===== config.mk =====
export PLATFORM = sky130hd
export DESIGN_NAME = snake_ctrl
export DESIGN_NICKNAME = d
export VERILOG_FILES = /design/src/rtl/snake_ctrl_pkg.sv /design/src/rtl/lfsr16.sv /design/src/rtl/snake_ctrl.sv
export SDC_FILE = /design/constraint.sdc
export NUM_CORES = 2
export LEC_CHECK = 0
export BUFFER_PORTS_ARGS = -buffer_cell sky130_fd_sc_hd__buf_2
export CORE_AREA = 2 2 517 519
export CTS_CLUSTER_SIZE = 10
export DETAILED_ROUTE_END_ITERATION = 7
export DIE_AREA = 0 0 519 521
export PLACE_DENSITY = 0.45
export SLEW_MARGIN = 20
export SYNTH_ARGS = -nofsm -noshare
export SYNTH_HDL_FRONTEND = slang
export SYNTH_SLANG_ARGS = --single-unit

===== constraint.sdc =====
create_clock -name clk -period 87.6 [get_ports clk]
set_clock_uncertainty 0.1 [all_clocks]
set_input_delay 17.52 -clock clk [delete_from_list [all_inputs] [get_ports clk]]
set_output_delay 17.52 -clock clk [all_outputs]
set_load 0.03 [all_outputs]

===== src/rtl/snake_ctrl_pkg.sv =====
// Shared grid geometry, start positions and encodings for snake_ctrl.
// Imported by the controller and its bench.
package snake_ctrl_pkg;

    localparam int CW = 10;

    localparam logic [9:0] GRID_W = 10'd40;
    localparam logic [9:0] GRID_H = 10'd30;
    localparam logic [9:0] X_MIN  = 10'd1;
    localparam logic [9:0] X_MAX  = GRID_W - 10'd2;
    localparam logic [9:0] Y_MIN  = 10'd1;
    localparam logic [9:0] Y_MAX  = GRID_H - 10'd2;

    localparam logic [9:0] START_X  = 10'd20;
    localparam logic [9:0] START_Y  = 10'd15;
    localparam logic [9:0] APPLE_X0 = 10'd30;
    localparam logic [9:0] APPLE_Y0 = 10'd15;
    localparam logic [6:0] INIT_LEN = 7'd3;

    localparam logic [15:0] LFSR_SEED = 16'hACE1;

    typedef enum logic [2:0] {
        S_IDLE   = 3'd0,
        S_RUN    = 3'd1,
        S_SCAN   = 3'd2,
        S_UPDATE = 3'd3,
        S_APPLE  = 3'd4,
        S_OVER   = 3'd5
    } state_t;

    typedef enum logic [1:0] {
        D_UP    = 2'd0,
        D_DOWN  = 2'd1,
        D_LEFT  = 2'd2,
        D_RIGHT = 2'd3
    } dir_t;

    function automatic logic in_field(input logic [9:0] x,
                                      input logic [9:0] y);
        return (x >= X_MIN) && (x <= X_MAX) &&
               (y >= Y_MIN) && (y <= Y_MAX);
    endfunction

    function automatic logic [9:0] init_x(input int i);
        return (i < 3) ? START_X - 10'(i) : 10'd0;
    endfunction

    function automatic logic [9:0] init_y(input int i);
        return (i < 3) ? START_Y : 10'd0;
    endfunction

endpackage


===== src/rtl/lfsr16.sv =====
// 16-bit Galois LFSR, x^16+x^14+x^13+x^11+1, right-shifting.
// Loads the seed on reset and steps whenever enabled.
module lfsr16 (
    input  logic        clk,
    input  logic        rst,
    input  logic        i_en,
    input  logic [15:0] i_seed,
    output logic [15:0] o_q
);

    logic [15:0] r_q;

    // shift right, fold the output bit back through the tap mask
    always_ff @(posedge clk or posedge rst) begin
        if (rst)
            r_q <= i_seed;
        else if (i_en)
            r_q <= {1'b0, r_q[15:1]} ^ (r_q[0] ? 16'hB400 : 16'h0000);
    end

    assign o_q = r_q;

endmodule


===== src/rtl/snake_ctrl.sv =====
// Snake game controller: tick-paced movement, self-collision scan,
// growth on apple and LFSR-driven apple placement.
module snake_ctrl
    import snake_ctrl_pkg::*;
#(
    parameter int SNAKE_MAX = 64,
    parameter int TICK_DIV  = 12_500_000
) (
    input  logic                      clk,
    input  logic                      rst,
    input  logic                      btn_up,
    input  logic                      btn_down,
    input  logic                      btn_left,
    input  logic                      btn_right,
    input  logic                      start,
    output logic [10*SNAKE_MAX-1:0]   snake_x,
    output logic [10*SNAKE_MAX-1:0]   snake_y,
    output logic [6:0]                snake_length,
    output logic [9:0]                apple_x,
    output logic [9:0]                apple_y,
    output logic                      game_over,
    output logic [7:0]                score
);

    localparam int TW = (TICK_DIV > 1) ? $clog2(TICK_DIV) : 1;
    localparam int IW = (SNAKE_MAX > 1) ? $clog2(SNAKE_MAX) : 1;

    state_t          r_state, w_state_nxt;
    dir_t            r_dir;
    logic [TW-1:0]   r_tick;
    logic [9:0]      r_sx [SNAKE_MAX];
    logic [9:0]      r_sy [SNAKE_MAX];
    logic [6:0]      r_len;
    logic [7:0]      r_score;
    logic [9:0]      r_ax, r_ay;
    logic [9:0]      r_nx, r_ny;
    logic [6:0]      r_idx;
    logic            r_go;

    logic [15:0]     w_lfsr;
    logic [9:0]      w_cx, w_cy;
    logic [9:0]      w_apx, w_apy;
    logic [6:0]      w_len_nxt;
    logic [IW-1:0]   w_sidx;
    logic            w_term, w_hit, w_last, w_eat, w_apple_ok, w_reload;
    logic            w_unused_lfsr;

    lfsr16 u_lfsr (
        .clk    (clk),
        .rst    (rst),
        .i_en   (1'b1),
        .i_seed (LFSR_SEED),
        .o_q    (w_lfsr)
    );

    assign w_apx      = {4'd0, w_lfsr[5:0]};
    assign w_apy      = {5'd0, w_lfsr[12:8]};
    assign w_apple_ok = in_field(w_apx, w_apy);
    assign w_unused_lfsr = ^{w_lfsr[15:13], w_lfsr[7:6]};

    assign w_term   = (r_state == S_RUN) && (r_tick == TW'(TICK_DIV - 1));
    assign w_sidx   = r_idx[IW-1:0];
    assign w_hit    = (r_sx[w_sidx] == r_nx) && (r_sy[w_sidx] == r_ny);
    assign w_last   = (r_idx == r_len - 7'd2);
    assign w_eat    = (r_nx == r_ax) && (r_ny == r_ay);
    assign w_reload = (r_state == S_OVER) && start;
    assign w_len_nxt = (w_eat && (r_len < 7'(SNAKE_MAX))) ? r_len + 7'd1 : r_len;

    // candidate head one cell ahead of the current head
    always_comb begin
        w_cx = r_sx[0];
        w_cy = r_sy[0];
        case (r_dir)
            D_UP:    w_cy = r_sy[0] - 10'd1;
            D_DOWN:  w_cy = r_sy[0] + 10'd1;
            D_LEFT:  w_cx = r_sx[0] - 10'd1;
            default: w_cx = r_sx[0] + 10'd1;
        endcase
    end

    // state register
    always_ff @(posedge clk or posedge rst) begin
        if (rst)
            r_state <= S_IDLE;
        else
            r_state <= w_state_nxt;
    end

    // next-state decode
    always_comb begin
        w_state_nxt = r_state;
        unique case (r_state)
            S_IDLE:   if (start) w_state_nxt = S_RUN;
            S_RUN:    if (w_term)
                          w_state_nxt = in_field(w_cx, w_cy) ? S_SCAN : S_OVER;
            S_SCAN:   if (w_hit)
                          w_state_nxt = S_OVER;
                      else if (w_last)
                          w_state_nxt = S_UPDATE;
            S_UPDATE: w_state_nxt = w_eat ? S_APPLE : S_RUN;
            S_APPLE:  if (w_apple_ok) w_state_nxt = S_RUN;
            S_OVER:   if (start) w_state_nxt = S_RUN;
            default:  w_state_nxt = S_IDLE;
        endcase
    end

    // move-step tick counter, only advancing while running
    always_ff @(posedge clk or posedge rst) begin
        if (rst)
            r_tick <= '0;
        else if (w_reload || w_term)
            r_tick <= '0;
        else if (r_state == S_RUN)
            r_tick <= r_tick + TW'(1);
    end

    // direction latch: first non-reversing request wins, up>down>left>right
    always_ff @(posedge clk or posedge rst) begin
        if (rst)
            r_dir <= D_RIGHT;
        else if (w_reload)
            r_dir <= D_RIGHT;
        else if (r_state == S_RUN) begin
            if (btn_up && r_dir != D_DOWN)
                r_dir <= D_UP;
            else if (btn_down && r_dir != D_UP)
                r_dir <= D_DOWN;
            else if (btn_left && r_dir != D_RIGHT)
                r_dir <= D_LEFT;
            else if (btn_right && r_dir != D_LEFT)
                r_dir <= D_RIGHT;
        end
    end

    // next-head latch and scan pointer
    always_ff @(posedge clk or posedge rst) begin
        if (rst) begin
            r_nx  <= '0;
            r_ny  <= '0;
            r_idx <= '0;
        end else if (w_term) begin
            r_nx  <= w_cx;
            r_ny  <= w_cy;
            r_idx <= '0;
        end else if (r_state == S_SCAN) begin
            r_idx <= r_idx + 7'd1;
        end
    end

    // body shift, growth and score on a committed move
    always_ff @(posedge clk or posedge rst) begin
        if (rst) begin
            for (int i = 0; i < SNAKE_MAX; i++) begin
                r_sx[i] <= init_x(i);
                r_sy[i] <= init_y(i);
            end
            r_len   <= INIT_LEN;
            r_score <= 8'd0;
        end else if (w_reload) begin
            for (int i = 0; i < SNAKE_MAX; i++) begin
                r_sx[i] <= init_x(i);
                r_sy[i] <= init_y(i);
            end
            r_len   <= INIT_LEN;
            r_score <= 8'd0;
        end else if (r_state == S_UPDATE) begin
            r_sx[0] <= r_nx;
            r_sy[0] <= r_ny;
            for (int i = 1; i < SNAKE_MAX; i++) begin
                r_sx[i] <= (7'(i) < w_len_nxt) ? r_sx[i-1] : 10'd0;
                r_sy[i] <= (7'(i) < w_len_nxt) ? r_sy[i-1] : 10'd0;
            end
            r_len <= w_len_nxt;
            if (w_eat && r_score != 8'hFF)
                r_score <= r_score + 8'd1;
        end
    end

    // apple position, reseeded from the LFSR after each meal
    always_ff @(posedge clk or posedge rst) begin
        if (rst) begin
            r_ax <= APPLE_X0;
            r_ay <= APPLE_Y0;
        end else if (w_reload) begin
            r_ax <= APPLE_X0;
            r_ay <= APPLE_Y0;
        end else if (r_state == S_APPLE && w_apple_ok) begin
            r_ax <= w_apx;
            r_ay <= w_apy;
        end
    end

    // game-over flag tracks entry into and exit from OVER
    always_ff @(posedge clk or posedge rst) begin
        if (rst)
            r_go <= 1'b0;
        else
            r_go <= (w_state_nxt == S_OVER);
    end

    // flatten segment registers onto the output buses
    always_comb begin
        snake_x = '0;
        snake_y = '0;
        for (int i = 0; i < SNAKE_MAX; i++) begin
            snake_x[i*10 +: 10] = r_sx[i];
            snake_y[i*10 +: 10] = r_sy[i];
        end
    end

    assign snake_length = r_len;
    assign apple_x      = r_ax;
    assign apple_y      = r_ay;
    assign game_over    = r_go;
    assign score        = r_score;

endmodule

==> metrics.txt <==
clk_lat worst skew=0.86 ns; RR Startpoint=r_idx[0]; crit path time final=22.65 ns; register share of total power=45.9%; top cells by count, synth=1,340 x dfrtp_1, 1,263 x a22o_1, 286 x mux4_2; DRC Markers=0; top cell type's share of synthesized area=54.1%; PortBufs=1,313; most common cell in the synthesized netlist=dfrtp_1; Max IR drop VDD=0.0202 mV; Req. time, crit path=88.33 ns; crit path cell chain=buf_2 > inv_8 > buf_12 > buf_6 > buf_4 > buf_4 > buf_4 > buf_4 > buf_4; Worst Hold End=u_lfsr.o_q[6]; fin nets=5,799; share of cells above drive strength 1=36.2%; first-pass iteration count of the detailed router=7; CP Capture Type=async pin; CTS Buf Count=169; status=completed; Final setup viols=0; Max-cap violations=0; Crit path arrival time=23.38 ns; Slew @ Worst Pin=1.20 ns; Top Family by Delay on Critical Path=buffers and inverters; Hold Vio Cnt, Final=0; Routed WL=374 mm; drt wl/cell=39.6 um; worst hold start=u_lfsr.o_q[7]; area leader, netlist=dfrtp_1; Critical Path Most Common Cell=buf_4; ANT nets after route=0; crit path launch type=input port; Setup Total Neg Slack=0 ns; DP HPWL=280 mm; Max clock buf depth=3; Top Ports=1,323; Util after Layout=29.7%; # H-tree levels=4; Sw Ratio=26.3%; CORE AREA=0.264 mm^2; synth top area cells=dfrtp_1 54%, a22o_1 18%, mux4_2 10%; routed vias/inst=5.54; largest net degree at the start of global routing=202; GRT Overall Usage=26.8%; Comb pwr share=6.1%; async set-reset flop share out of synthesis=100%; Tcrit/Tclk final=25.9%; Layout Area Growth over Synthesis=26.6%; global-route wire length before repair=495 mm; yosys warns=0; max incr delay on CP=0.83 ns; Die H=521 um; Post-CTS Setup Inserts=0; Slew Viols, Final=0; cell total after placement=9,137; TritonCTS clock tree=yes; Syn Std Cell Area=0.0620 mm^2; Clock Tree Root=clkbuf_16; CP bufs+invs=9; DIE WIDTH=519 um; Post-Syn Area per Cell=13.5 um^2; RSZ-0062 raised after global routing=no; Initial Util=23.4%; Reg2Reg Depth=13; row count=189; crit-path max FO=147; Via Count=52,200; RePlAce Congestion=0.914; initial antenna violation count=44; relative slew slack=19.9%; RR Endpoint=game_over; hold_buf cts=0; reg-to-reg slack, setup=80.12 ns; Post-Layout Cell Count=9,432; clock sinks=1,379; DRC marker count from the first detailed-route iteration=5,496; cell count after synthesis=4,593; Slowest cell on crit path=buf_4; cts repair resizes=0; Cell Int Power=1060 uW; number of global-route vias before repair=50,600; reported net switching power=378 uW; pwr dens=18.3 mW/mm^2; CP Class=input port to async pin; LEAKAGE=0.0379 uW; EDFF count, synth=0; sequential fraction of the synthesis area=55.8%; synthesized flop and latch total=1,379; Clk pwr share=48.1%; Design Power=1430 uW; Primary FF master, synth=dfrtp_1; number of cells on the worst hold path=0; Peak Freq=44.2 MHz; CTS clock-pin slew for the worst setup and hold paths=0.06 ns; Cell variety after synth=83; GRT overflow=0; die area=0.270 mm^2; worst hold path type=register to register
## state kept, by name, summed over array words and instances, names as in the netlist
register	count
game_over	1
snake_length	7
snake_y	640
r_dir	2
r_tick	24
apple_x	6
score	8
apple_y	5
r_state	3
r_ny	10
r_idx	7
u_lfsr.o_q	16
snake_x	640
r_nx	10
## layer usage
layer,vias up,track usage [%],share of wire [%]
li1,20600,-,-
met1,28300,34.4,40
met2,2807,42.3,46
met3,489,7.13,8.4
met4,2,11.5,5.0
met5,-,0,0.0035
## kinds of logic after synthesis
logic type	count (synthesis)	synth area share, %
AND/OR/NAND/NOR	536	4.40
AO/OA/AOI/OAI	1673	22.1
multiplexers	434	12.8
other	1	0.00605
buffers and inverters	470	3.33
XOR/XNOR	84	1.20
adder cells (fa/ha/maj)	16	0.335
flip-flops	1379	55.8
## cells in the final DEF (no fill, tap or decap), types with 13 or more instances in the layout
cell          n
nor3_1       39
nor2_1      102
dfstp_2      39
xnor2_1      30
inv_1        19
diode_2      24
nand3_1      59
nor2b_1      16
o221ai_1     14
clkbuf_16   169
clkbuf_8     14
or3_1        13
nand4_1      23
a22o_1     1263
clkinv_16    15
mux4_2      286
a21oi_1      63
and3_1       17
buf_4       122
a21oi_4      46
nand2_1     141
mux2_2       21
mux2i_1     126
ha_1         15
xor2_1       51
and2_1       15
nand2b_1     18
clkbuf_1     59
o22ai_1      26
a22oi_1      46
a31oi_1      15
buf_2      1313
dfrtp_1    1334
nor2_4       13
nor4_1       13
a221o_1      15
o21ai_0      82
## stage by stage
stage | worst slack (ns) | cell area, um^2 | hold slack [ns]
after global placement | 63.56 | 73000 | 0.246
after detailed placement | 63.46 | 73100 | 0.251
after floorplan | 31.16 | 62000 | 0.245
after CTS | 64.37 | 78400 | 0.257
final | 64.95 | 78500 | 0.254
after global routing | 63.99 | 78400 | 0.259
## power by group through the flow
stage / registers [uW] / logic (uW) / clock network [uW]
after global routing: 658 / 95.6 / 728
after CTS: 657 / 87.9 / 703
after global placement: 668 / 86.7 / 0
final: 658 / 87.1 / 689
after detailed placement: 668 / 87.6 / 0
after floorplan: 666 / 57.5 / 0
## worst max-delay path by stage
stage / start / slack, ns / endpoint / cells past startpoint
2_1_floorplan: rst / 31.16 / apple_x[0] / 1
3_3_place_gp: rst / 63.56 / snake_y[117] / 9
3_5_place_dp: rst / 63.46 / snake_y[117] / 9
4_1_cts: rst / 64.37 / snake_y[160] / 9
5_1_grt: rst / 63.99 / snake_y[160] / 9
6_report: rst / 64.95 / snake_y[160] / 9
## final cells by class
| class | instances | area (um^2) |
|---|---|---|
| Antenna cell | 24 | 60.1 |
| Clock buffer | 242 | 4640 |
| Clock inverter | 28 | 657 |
| Fill cell | 27200 | 186000 |
| Inverter | 24 | 100 |
| Multi-Input combinational cell | 2752 | 26200 |
| Sequential cell | 1379 | 34600 |
| Tap cell | 3533 | 4420 |
| Timing Repair Buffer | 1450 | 7800 |
No activity file was read; power rests on OpenSTA's default activity.
